==> src/rtl/bn_bias_sched.sv <==
// Bias/BN parameter scheduler: accepts accumulator beats under downstream credit,
// fetches the per-channel parameter and tracks beats through the postproc pipe.
module bn_bias_sched #(
  parameter int unsigned CH_NUM    = 64,
  parameter int unsigned ADDR_W    = 6,
  parameter int unsigned ACC_WIDTH = 40,
  parameter int unsigned BIAS_DW   = 16,
  parameter int unsigned PP_LAT    = 2,
  parameter int unsigned CREDITS   = 8
) (
  input  logic                 clk,
  input  logic                 rst,
  input  logic                 start,
  input  logic [15:0]          pix_num,
  output logic                 busy,
  output logic                 done,
  input  logic                 acc_valid,
  output logic                 acc_ready,
  input  logic [ACC_WIDTH-1:0] acc_in,
  output logic                 param_rd,
  output logic [ADDR_W-1:0]    param_addr,
  input  logic [BIAS_DW-1:0]   param_data,
  output logic [ACC_WIDTH-1:0] pp_acc,
  output logic [BIAS_DW-1:0]   pp_bias,
  output logic                 dout_valid,
  output logic [ADDR_W-1:0]    dout_ch,
  input  logic                 credit_ret
);

  localparam int unsigned CRED_W = $clog2(CREDITS + 1);
  localparam logic [ADDR_W-1:0] CH_LAST = ADDR_W'(CH_NUM - 1);
  localparam logic [CRED_W-1:0] CRED_MAX = CRED_W'(CREDITS);
  localparam logic [PP_LAT-1:0] OUT_BIT = PP_LAT'(1) << (PP_LAT - 1);

  typedef enum logic [1:0] {IDLE, RUN, DRAIN, DONE} state_t;

  state_t                          state, state_nxt;
  logic [15:0]                     pix_num_q;
  logic [15:0]                     pix_cnt;
  logic [ADDR_W-1:0]               ch_cnt;
  logic [CRED_W-1:0]               cred;
  logic                            accept;
  logic                            last_beat;
  logic                            in_flight;
  logic                            pp_vld;
  logic [ADDR_W-1:0]               pp_ch;
  logic [ACC_WIDTH-1:0]            acc_q;
  logic [BIAS_DW-1:0]              bias_q;
  logic [PP_LAT-1:0]               vld_sr;
  logic [PP_LAT-1:0][ADDR_W-1:0]   ch_sr;

  assign acc_ready  = (state == RUN) && (cred != '0);
  assign accept     = acc_valid && acc_ready;
  assign param_rd   = accept;
  assign param_addr = ch_cnt;
  assign busy       = (state != IDLE);
  assign done       = (state == DONE);
  assign last_beat  = accept && (ch_cnt == CH_LAST) && (pix_cnt == pix_num_q - 16'd1);
  // Beats still in the pipe after this edge; the output stage leaves now.
  assign in_flight  = pp_vld || ((vld_sr & ~OUT_BIT) != '0);

  assign pp_acc     = acc_q;
  assign pp_bias    = pp_vld ? param_data : bias_q;
  assign dout_valid = vld_sr[PP_LAT-1];
  assign dout_ch    = ch_sr[PP_LAT-1];

  always_ff @(posedge clk) begin
    if (rst) state <= IDLE;
    else     state <= state_nxt;
  end

  always_comb begin
    state_nxt = state;
    unique case (state)
      IDLE:    if (start) state_nxt = (pix_num != 16'd0) ? RUN : DONE;
      RUN:     if (last_beat) state_nxt = DRAIN;
      DRAIN:   if (!in_flight) state_nxt = DONE;
      DONE:    state_nxt = IDLE;
      default: state_nxt = IDLE;
    endcase
  end

  // Channel/pixel position within the pass.
  always_ff @(posedge clk) begin
    if (rst) begin
      pix_num_q <= '0;
      pix_cnt   <= '0;
      ch_cnt    <= '0;
    end else if (state == IDLE && start) begin
      pix_num_q <= pix_num;
      pix_cnt   <= '0;
      ch_cnt    <= '0;
    end else if (accept) begin
      if (ch_cnt == CH_LAST) begin
        ch_cnt  <= '0;
        pix_cnt <= pix_cnt + 16'd1;
      end else begin
        ch_cnt  <= ch_cnt + ADDR_W'(1);
      end
    end
  end

  // Downstream slot accounting; a return while full is dropped.
  always_ff @(posedge clk) begin
    if (rst) begin
      cred <= CRED_MAX;
    end else begin
      unique case ({accept, credit_ret})
        2'b10:   cred <= cred - CRED_W'(1);
        2'b01:   if (cred != CRED_MAX) cred <= cred + CRED_W'(1);
        default: cred <= cred;
      endcase
    end
  end

  // Postproc input stage; bias arrives from memory one cycle after the read.
  always_ff @(posedge clk) begin
    if (rst) begin
      pp_vld <= 1'b0;
      pp_ch  <= '0;
      acc_q  <= '0;
      bias_q <= '0;
    end else begin
      pp_vld <= accept;
      if (accept) begin
        acc_q <= acc_in;
        pp_ch <= ch_cnt;
      end
      if (pp_vld) bias_q <= param_data;
    end
  end

  always_ff @(posedge clk) begin
    if (rst) begin
      vld_sr <= '0;
      ch_sr  <= '0;
    end else begin
      vld_sr[0] <= pp_vld;
      ch_sr[0]  <= pp_ch;
      for (int i = 1; i < int'(PP_LAT); i++) begin
        vld_sr[i] <= vld_sr[i-1];
        ch_sr[i]  <= ch_sr[i-1];
      end
    end
  end

endmodule

==> config.mk <==
export PLATFORM = sky130hd
export DESIGN_NAME = bn_bias_sched
export DESIGN_NICKNAME = d
export VERILOG_FILES = /design/src/rtl/bn_bias_sched.sv
export SDC_FILE = /design/constraint.sdc
export NUM_CORES = 1
export LEC_CHECK = 0
export CAP_MARGIN = 0
export CORE_AREA = 2 2 104 106
export DETAILED_ROUTE_END_ITERATION = 12
export DIE_AREA = 0 0 106 108
export PLACE_DENSITY = 0.89
export SLEW_MARGIN = 20
export SYNTH_ARGS = -nofsm -noshare
export SYNTH_HDL_FRONTEND = slang
export SYNTH_SLANG_ARGS = --single-unit
==> constraint.sdc <==
create_clock -name clk -period 5.2 [get_ports clk]
set_input_delay 1.04 -clock clk [delete_from_list [all_inputs] [get_ports clk]]
set_output_delay 1.04 -clock clk [all_outputs]
set_load 0.03 [all_outputs]
# --- Yosys cells after proc, flatten, opt, wreduce, memory -nomap -nowiden ---
# Index checks and enable logic that the tools add are counted.
word_totals:
  output_inout_bits: 73
  reg_bits: 121
  elab_cells: 53
  input_bits: 77
classes:
  n_eq_ne: 12
  reduce_logical: 15
  muxes: 9
  n_addsub: 5
op_table:
  columns: ["op", "count"]
  rows:
  - ["16-bit by 1-bit adder with 16-bit output, second input constant", 1]
  - ["16-bit == test", 1]
  - ["16-bit two-way mux", 1]
  - ["16-bit nonzero test", 1]
  - ["16-bit by 1-bit subtractor with 16-bit output, second input constant", 1]
  - ["2-bit two-way mux", 4]
  - ["2-bit != test, second input constant", 4]
  - ["2-bit one-hot mux with 4 select lines", 1]
  - ["4-bit one-hot mux with 2 select lines", 1]
  - ["6-bit by 1-bit adder with 6-bit output, second input constant", 1]
  - ["2-bit == test, second input constant", 3]
  - ["6-bit == test, second input constant", 1]
  - ["6-bit two-way mux", 1]
  - ["1-bit logical AND", 5]
  - ["4-bit by 1-bit adder with 4-bit output, second input constant", 1]
  - ["2-bit by 1-bit == test with 1-bit output, second input constant", 2]
  - ["4-bit two-way mux", 1]
  - ["4-bit != test, second input constant", 1]
  - ["2-bit AND reduction", 2]
  - ["2-bit nonzero test", 2]
  - ["4-bit nonzero test", 1]
  - ["4-bit by 1-bit subtractor with 4-bit output, second input constant", 1]
  - ["3-bit AND reduction", 1]
  - ["2-bit logical NOT", 1]
  - ["other kinds (2)", 2]

# --- Depth between registers and ports, before layout ---
# Gate-level depths: netlist of the first run.
logic_depth:
  depth_word: 7
  ltp_mapped: 12
  ltp_nobuf: 12

# --- Least setup slack after synthesis of the first run ---
# OpenSTA, ideal clock, no wires.
synth_timing:
  path_type: "input -> output"
  start: "in acc_valid"
  end: "out param_rd"
  n_path_buf: 1
  setup_slack_ns: 2.351
  arrival_time_ns: 1.809
  path_stages: 3
  path_cell_list: "nand3_1 clkinv_1 clkbuf_1"
synth_between:
  elab_chain_cells: 1
synth_rtl:
  columns: ["element", "line_no", "rtl"]
  rows:
  - ["start: declaration", "17", "input logic acc_valid,"]
  - ["1-bit logical AND", "53", "assign accept = acc_valid && acc_ready;"]
  - ["end: declaration", "20", "output logic param_rd,"]
# No other way between the ends.

# --- Final worst setup path of the first run ---
# Same ends and word-level chain as after synthesis.

==> summary.txt, run 1 <==
Timing
  – Period Utilization, post-route: 0.6635
  – RSZ-0062 raised after global routing: false
  – Peak Freq: 289.8 MHz
  – Worst slew margin: 0.3203
  – Worst Tran Pin Value: 1020 ps
  – Worst setup margin: 1750 ps
  – Endpoints failing setup: 0
  – Minimum clock period: 3450 ps
  – Clock Skew: 9.164 ps
  – Final hold violation count: 0
  – Setup tns final: 0 ps
  – Final max-slew violation count: 0

Synth
  – Synth Net Count: just under 700
  – Distinct cells, synth: 50
  – Mapped Avg Cell Area: roughly 8.6 sq um
  – Synthesized cell area: 5200 sq um
  – Seq cells post-synth: between 100 and 150
  – Async SR Flop Fraction: 0
  – Share of the synthesized area in the top cell type: 0.4658
  – Synth Instances: 608
  – Predominant post-synthesis flop cell: dfxtp_1
  – Number of warnings issued by yosys: 0
  – Top-count cell post-synth: nand2_1
  – Synth area leaders: dfxtp_1 (47%), nand2_1 (10%), a21oi_1 (6.5%)
  – Sequential area share after synthesis: 0.4658
  – Commonest cells post-synth: nand2_1 (143), dfxtp_1 (121), a21oi_1 (68), nor2_1 (36)
  – Area leader, netlist: dfxtp_1
  – Post-synth EDFFs: 0

Pwr
  – Psw: 1.064 mW
  – PD cells: between 400 and 500 nW/um^2
  – Clock Power Share: 0.332
  – Register share of total power: 0.355
  – LEAKAGE: 2.644 nW
  – Sw frac: 0.3399
  – Maximum vdd ir drop: slightly above 0.0003 V
  – Total power: about 3.1 mW
  – Pint: around 2.1 mW
  – Combinational Power Share: 0.313

Clock network
  – Worst skew pair latency: a little over 500 ps
  – Num CTS Buffers: 17
  – Root Buffer: clkbuf_8
  – Clk pin slew, worst setup/hold paths: 50 ps
  – Clk sinks: ~120
  – CTS Buffer Depth: 2
  – CTS tree: yes
  – Cells resized by post-CTS repair: 0
  – Htree depth: 4
  – Setup Buffers After CTS: 0
  – Hold buffers post-CTS: 0

Critical path
  – Worst Path Required: 4160 ps
  – Flop2flop setup slack: 1990 ps
  – Worst r2r dst: cred[3]
  – Worst setup EP type: output port
  – Setup CP Type: in2out
  – Crit path max fanout: 2
  – Critical path arrival: 2410 ps
  – Reg2reg path depth: 12
  – Critical path launch point type: input pin
  – Reg2Reg Launch Point: cred[0]

Placed design
  – GP Congestion: 0.8559
  – Port buffer count: 149
  – Post-Place Worst Slack: 1537 ps
  – Final HPWL DP: 9304 microns
  – Post-DP Area: 6701 sq um

Detailed routing
  – Vias: 4691
  – Mean routed wirelength per cell: 15.23 microns
  – Drt first pass iters: 5
  – Routed Antenna Nets: 0
  – Routed WL: 13530 microns
  – Drt drc: 0
  – 1st-iter DRT viols: approximately 210
  – Drt via density: 5.283

Run
  – Max-cap violations: 0

Floorplan
  – Core area: 10230 sq um
  – Site Rows: 37
  – Initial Util: 0.5083
  – I/O Pins: 150
  – DIE AREA: 11450 sq um
  – Die Y-Extent: 108 microns
  – Die Span X: 106 microns

Global route
  – Gr usage total: 0.2389
  – Vias in the first global route: 4792
  – GRT overflow: 0
  – First-pass GRT wire length: 21750 microns
  – Antenna violations before repair: 0
  – Pin count of the biggest net entering global routing: approximately 100

Min path
  – Min-delay worst type: reg2reg
  – Hold path cells: 1
  – Hold wc startpoint: ch_sr[3]
  – Hold path endpoint: dout_ch[3]

Final layout
  – Final Cell Area: 7231 sq um
  – Post-layout net count: between 800 and 900
  – Fill cell count: 742
  – Layout cell share with drive strength beyond 1: 0.08245
  – Ant diodes: 0
  – Area grow syn2layout: 39.05%

Outcome
  – Status: completed
## registers in the layout (all words and copies together), names as in the netlist
name,count
dout_ch,6
pix_num_q,16
ch_sr,6
bias_q,16
pp_vld,1
pp_acc,40
cred,4
state,2
vld_sr,2
pp_ch,6
pix_cnt,16
param_addr,6
## cell families after synthesis
logic type | after synthesis | synth area share
adders and majority gates | 11 | 0.02791
and+or+nand+nor | 274 | 0.2517
xor gates and xnor gates | 46 | 0.07748
AOI/OAI and AO/OA | 86 | 0.09072
DFF | 121 | 0.4658
buffers and inverters | 49 | 0.04162
muxes | 21 | 0.04475
## layout by cell type (no fill, tap or decap), types with 8 or more instances in the layout
master           Yosys  final
nand4_1             11     11
xor2_1              22     22
nor2_1              36     36
nand2_1            143    143
xnor2_1             24     24
nor2b_1             30     30
inv_1                8      8
nand3_1             13     12
clkdlybuf4s50_1      0    148
nor3_1              10     10
a21oi_1             68     68
dfxtp_1            121    121
clkbuf_16            0     16
mux2_2              17     17
ha_1                10     10
## through the flow
| stage | std cells | hold slack (ps) | utilization |
|---|---|---|---|
| after floorplan | 608 | 413.8 | - |
| after global placement | 856 | 432.4 | 0.6550 |
| after detailed placement | 856 | 429.4 | 0.6550 |
| after CTS | 888 | 444.6 | 0.7067 |
| after global routing | 888 | 460.0 | 0.7067 |
| final | 888 | 432.7 | 0.7067 |
## power groups by stage
stage | Combinational (mW) | Clock (mW) | Sequential, mW
2_1_floorplan | 0.579 | 0 | 1.19
3_3_place_gp | 0.936 | 0 | 1.12
3_5_place_dp | 0.969 | 0 | 1.13
4_1_cts | 0.983 | 1.05 | 1.11
5_1_grt | 1.06 | 1.10 | 1.12
6_report | 0.981 | 1.04 | 1.11
## worst max path at each step
stage / slack (ps) / to / startpoint
after floorplan: 2350 / param_rd / acc_valid
after global placement: 1680 / cred[3] / acc_valid
after detailed placement: 1540 / cred[3] / acc_valid
after CTS: 1740 / param_rd / acc_valid
after global routing: 1690 / param_rd / cred[0]
final: 1750 / param_rd / acc_valid
## final cells by class
class / instances / area (sq um) / area share
sequential: 121 / 2422 / 0.3350
clock buffer: 20 / 425.4 / 0.05883
clock inverter: 12 / 103.9 / 0.01436
tap: 136 / 170.2 / 0.02353
timing repair buffer: 152 / 1509 / 0.2087
multi-input combinational: 438 / 2566 / 0.3549
inverter: 9 / 33.78 / 0.004672
## worst max-delay path, cell delays in order
cell	delay (ps)
clkdlybuf4s50_1	500
nand3_2	100
clkinv_1	100
clkdlybuf4s50_1	680
## routing by layer
layer  GRT usage  part of all wire  vias up
li1            -                 -     2285
met1      0.2527              0.39     2227
met2      0.4346              0.53      159
met3     0.09705             0.073       20
met4     0.07707             0.012        0
met5           0                 0        -
(Power assumes the default switching activity.)
==> run 2, diff against run 1 <==
--- a/config.mk
+++ b/config.mk
@@ -6,10 +6,10 @@
 export NUM_CORES = 1
 export LEC_CHECK = 0
 export CAP_MARGIN = 0
-export CORE_AREA = 2 2 104 106
+export CORE_AREA = 2 2 113 115
 export DETAILED_ROUTE_END_ITERATION = 12
-export DIE_AREA = 0 0 106 108
-export PLACE_DENSITY = 0.89
+export DIE_AREA = 0 0 115 117
+export PLACE_DENSITY = 0.81
 export SLEW_MARGIN = 20
 export SYNTH_ARGS = -nofsm -noshare
 export SYNTH_HDL_FRONTEND = slang
==> constraint.sdc (replaced) <==
create_clock -name clk -period 3.05 [get_ports clk]
set_input_delay 0.61 -clock clk [delete_from_list [all_inputs] [get_ports clk]]
set_output_delay 0.61 -clock clk [all_outputs]
set_load 0.03 [all_outputs]
==> summary.txt, run 2 (synthesis gave the netlist of run 1 again) <==
Final layout
  – Largest register FFs: 40
  – Layout cell share with drive strength beyond 1: 0.09354
  – Post-layout net count: ~830
  – Ant diodes: 0
  – Fill cell count: 1061
  – Area of the multi-input gates: approximately 2600 sq um
  – FF/Latch Area: 2422 sq um
  – Most common cell after layout, fill and taps aside: clkdlybuf4s50_1
  – Area grow syn2layout: 41.84%
  – Most used cells in the layout excluding fill and tap cells: clkdlybuf4s50_1 (148), nand2_1 (143), dfxtp_1 (121), a21oi_1 (68), nor2_1 (36)

Global route
  – Vias in the first global route: 4606
  – Gr usage total: 0.1987
  – First-pass GRT wire length: roughly 21000 microns
  – GRT overflow: 0
  – Pin count of the biggest net entering global routing: 69
  – Antenna violations before repair: 0

Detailed routing
  – Mean routed wirelength per cell: 14.31 microns
  – Drt via density: slightly above 5
  – Routed WL: 13010 microns
  – Vias: ~4600
  – Drt drc: 0
  – 1st-iter DRT viols: 187
  – Drt first pass iters: 4
  – Routed Antenna Nets: 0

Floorplan
  – Die Span X: 115 microns
  – Initial Util: 0.4224
  – Core area: 12310 sq um
  – I/O Pins: 150
  – Die Y-Extent: 117 microns
  – DIE AREA: 13460 sq um
  – Site Rows: 41

Timing
  – Endpoints failing setup: 0
  – Minimum clock period: 2885 ps
  – Final hold violation count: 0
  – Peak Freq: 346.6 MHz
  – Worst setup margin: 164.8 ps
  – Setup tns final: 0 ps
  – Worst slew margin: 0.6136
  – Worst Tran Pin Value: 573.6 ps
  – Period Utilization, post-route: 0.9460
  – Final max-slew violation count: 0
  – Clock Skew: roughly 5.0 ps
  – RSZ-0062 raised after global routing: false

Critical path
  – Critical path arrival: 2280 ps
  – Setup CP Type: reg2out
  – Worst Path Required: 2440 ps
  – Worst setup EP type: output port
  – Critical path launch point type: register
  – Crit path max fanout: 5

Outcome
  – Status: completed

Clock network
  – Hold buffers post-CTS: 0
  – Clk sinks: 121
  – Cells resized by post-CTS repair: 0
  – CTS Buffer Depth: 2
  – Num CTS Buffers: 17
  – CTS tree: yes
  – Root Buffer: clkbuf_16
  – Clk pin slew, worst setup/hold paths: about 60 ps
  – Setup Buffers After CTS: 0
  – Htree depth: 4
  – Worst skew pair latency: 410 ps

Placed design
  – Final HPWL DP: 9454 microns
  – GP Congestion: 0.8449
  – Post-Place Worst Slack: 273.5 ps
  – Port buffer count: 149

Pwr
  – Maximum vdd ir drop: 0.0007457 V
  – LEAKAGE: 2.725 nW
  – PD cells: between 700 and 800 nW/um^2

Min path
  – Min-delay worst type: reg2reg

Run
  – Max-cap violations: 0
## run 2: cell count changes in the layout (fill, tap and decap cells not counted), sizes merged
cell      change
buf           +7
clkinvlp      -4
clkinv        +2
inv           +2
bufinv        +1
clkbuf        -1
## run 2: final timing paths
| kind | start | end | slack, ps | cells after the start |
|---|---|---|---|---|
| worst max-delay path | cred[0] | param_rd | 160 | 4 |
| worst min-delay path | ch_sr[4] | dout_ch[4] | 440 | 1 |
| worst max register to register | cred[0] | cred[3] | 400 | 11 |
| worst min register to register | ch_sr[4] | dout_ch[4] | 440 | 1 |
## run 2: critical path, cell delays in order (launching register included)
cell and delay, ps:
dfxtp_1 370, or4_1 610, nand3_2 160, clkinv_1 120
clkdlybuf4s50_1 610
## run 2: area by class of cell
| type | count | share of cell area |
|---|---|---|
| inverters | 9 | 0.004580 |
| well taps | 150 | 0.02545 |
| multi-input cells | 438 | 0.3479 |
| flip-flops and latches | 121 | 0.3284 |
| clock inverters | 13 | 0.01985 |
| repair buffers | 159 | 0.2137 |
| clock buffers | 19 | 0.06005 |
## run 2: metal layers
metal	part of all wire	GRT usage
met1	0.42	0.2290
met2	0.51	0.3373
met3	0.063	0.08857
met4	0.013	0.05462
met5	0	0
## run 2: power by group
group / leakage [nW] / internal [mW] / total, mW / switching (mW)
combinational: 1.46 / 0.734 / 1.69 / 0.956
sequential: 0.981 / 1.74 / 1.88 / 0.141
clock: 0.284 / 1.23 / 1.95 / 0.720
total: 2.72 / 3.71 / 5.52 / 1.82
## run 2: metrics by stage
stage	instance area, sq um	cells	power [mW]	hold WS [ps]	util
6_report	7376	909	5.524	438.2	0.5991
5_1_grt	7376	909	5.821	464.6	0.5991
4_1_cts	7376	909	5.579	442.2	0.5991
3_5_place_dp	6787	877	3.602	427.9	0.5512
3_3_place_gp	6787	877	3.537	423.2	0.5512
2_1_floorplan	5200	608	3.011	413.8	-
==> run 3, diff against run 2 <==
--- a/config.mk
+++ b/config.mk
@@ -9,7 +9,9 @@
 export CORE_AREA = 2 2 113 115
 export DETAILED_ROUTE_END_ITERATION = 12
 export DIE_AREA = 0 0 115 117
+export GPL_TIMING_DRIVEN = 0
 export PLACE_DENSITY = 0.81
+export SKIP_CTS_REPAIR_TIMING = 1
 export SLEW_MARGIN = 20
 export SYNTH_ARGS = -nofsm -noshare
 export SYNTH_HDL_FRONTEND = slang
==> summary.txt, run 3 (synthesis gave the netlist of run 1 again) <==
Final layout
  – Non-filler cells, final: approximately 940
  – Post-layout net count: 863
  – Post-Route Utilization: 0.6104
  – Most common cell after layout, fill and taps aside: clkdlybuf4s50_1
  – Ant diodes: 0
  – Layout cell share with drive strength beyond 1: 0.08640
  – Fill cell count: about 1000
  – Most used cells in the layout excluding fill and tap cells: clkdlybuf4s50_1 (148), nand2_1 (143), dfxtp_1 (121), a21oi_1 (68), nor2_1 (36)
  – Area grow syn2layout: 44.51%
  – Largest register FFs: 40

Timing
  – Fin Hold WS: 440.4 ps
  – RSZ-0062 raised after global routing: false
  – Final hold violation count: 0
  – Clock Skew: 6.343 ps
  – Period Utilization, post-route: 0.9635
  – Worst Tran Pin Value: 620.3 ps
  – Peak Freq: about 340 MHz
  – Final max-slew violation count: 0
  – Setup tns final: 0 ps
  – Endpoints failing setup: 0
  – Worst setup margin: approximately 110 ps
  – Minimum clock period: 2939 ps
  – Worst slew margin: 0.5865

Floorplan
  – Site Rows: 41
  – Core area: 12310 sq um
  – DIE AREA: 13460 sq um
  – Die Y-Extent: 117 microns
  – I/O Pins: 150
  – Die Span X: 115 microns
  – Initial Util: 0.4224

Critical path
  – Crit-path leading delay family: buffers and inverters
  – Slowest CP cell: clkdlybuf4s50_1
  – Crit path cell chain: clkbuf_2 -> mux2_2 -> clkdlybuf4s50_1
  – Worst setup EP type: output port
  – Reg2reg path depth: 9
  – Critical path launch point type: register
  – Worst Path Required: 2440 ps
  – Critical Path Stages: 3
  – Critical path arrival: around 2300 ps
  – Setup CP Type: reg2out
  – Crit path buffers/inverters: 2
  – Max incr delay on CP: 610 ps
  – Crit path max fanout: 10

Clock network
  – Num CTS Buffers: 17
  – CTS Buffer Depth: 2
  – Worst skew pair latency: a little over 400 ps
  – Clk pin slew, worst setup/hold paths: about 50 ps
  – CTS tree: yes
  – Clk sinks: between 100 and 150
  – Htree depth: 4
  – Root Buffer: clkbuf_16

Global route
  – Gr usage total: 0.2018
  – Antenna violations before repair: 0
  – Vias in the first global route: between 4000 and 5000
  – First-pass GRT wire length: approximately 21000 microns
  – GRT overflow: 0
  – Pin count of the biggest net entering global routing: 17

Detailed routing
  – Routed WL: 13510 microns
  – Routed Antenna Nets: 0
  – Drt via density: 5.013
  – Mean routed wirelength per cell: between 10 and 15 microns
  – Vias: approximately 4700
  – 1st-iter DRT viols: 219
  – Drt first pass iters: 4
  – Drt drc: 0

Pwr
  – Pint: 3.954 mW
  – Maximum vdd ir drop: 0.0004678 V
  – PD cells: 764.4 nW/um^2
  – LEAKAGE: 2.812 nW
  – Clock Power Share: 0.375
  – Sw frac: 0.3117
  – Register share of total power: 0.327
  – Psw: ~1.8 mW
  – Combinational Power Share: 0.298

Placed design
  – Post-Place Worst Slack: -234.3 ps
  – Final HPWL DP: 9704 microns
  – Cells after DPL: roughly 910
  – GP Congestion: 0.8781
  – Port buffer count: 149

Run
  – Max-cap violations: 0

Outcome
  – Status: completed

Min path
  – Min-delay worst type: reg2reg
  – Hold path cells: 1
==> run 3: stage by stage <==
stage	instance area [sq um]	power, mW
6_report	7515	5.744
3_5_place_dp	6879	3.599
5_1_grt	7515	6.016
4_1_cts	7513	5.767
3_3_place_gp	6879	3.572
2_1_floorplan	5200	3.011
==> run 3: worst paths after layout <==
check / start / end / slack (ps)
hold reg to reg: ch_sr[4] / dout_ch[4] / 440
setup reg to reg: pix_num_q[0] / state[1] / 160
setup / recovery: pp_vld / pp_bias[14] / 110
hold / removal: ch_sr[4] / dout_ch[4] / 440
==> run 3: routing by layer <==
layer	track usage	wire length, microns	up-vias
met2	0.3341	6570	169
met4	0.09317	401	0
met5	0	0	-
li1	-	-	2351
met1	0.2346	5468	2148
met3	0.07312	1072	29
==> run 3: layout make-up <==
cell class	count	area [sq um]	area share
Buffer	39	181.4	0.02414
Tap cell	150	187.7	0.02498
Inverter	9	33.78	0.004496
Timing Repair Buffer	149	1494	0.1988
Clock buffer	22	464.2	0.06177
Clock inverter	9	170.2	0.02264
Sequential cell	121	2422	0.3223
Multi-Input combinational cell	438	2561	0.3408
==> run 3: power by group through the flow <==
stage / Sequential, mW / Combinational, mW / Clock (mW)
after floorplan: 2.03 / 0.986 / 0
after global placement: 1.89 / 1.68 / 0
after detailed placement: 1.90 / 1.70 / 0
after CTS: 1.87 / 1.72 / 2.18
after global routing: 1.90 / 1.86 / 2.26
final: 1.88 / 1.71 / 2.16
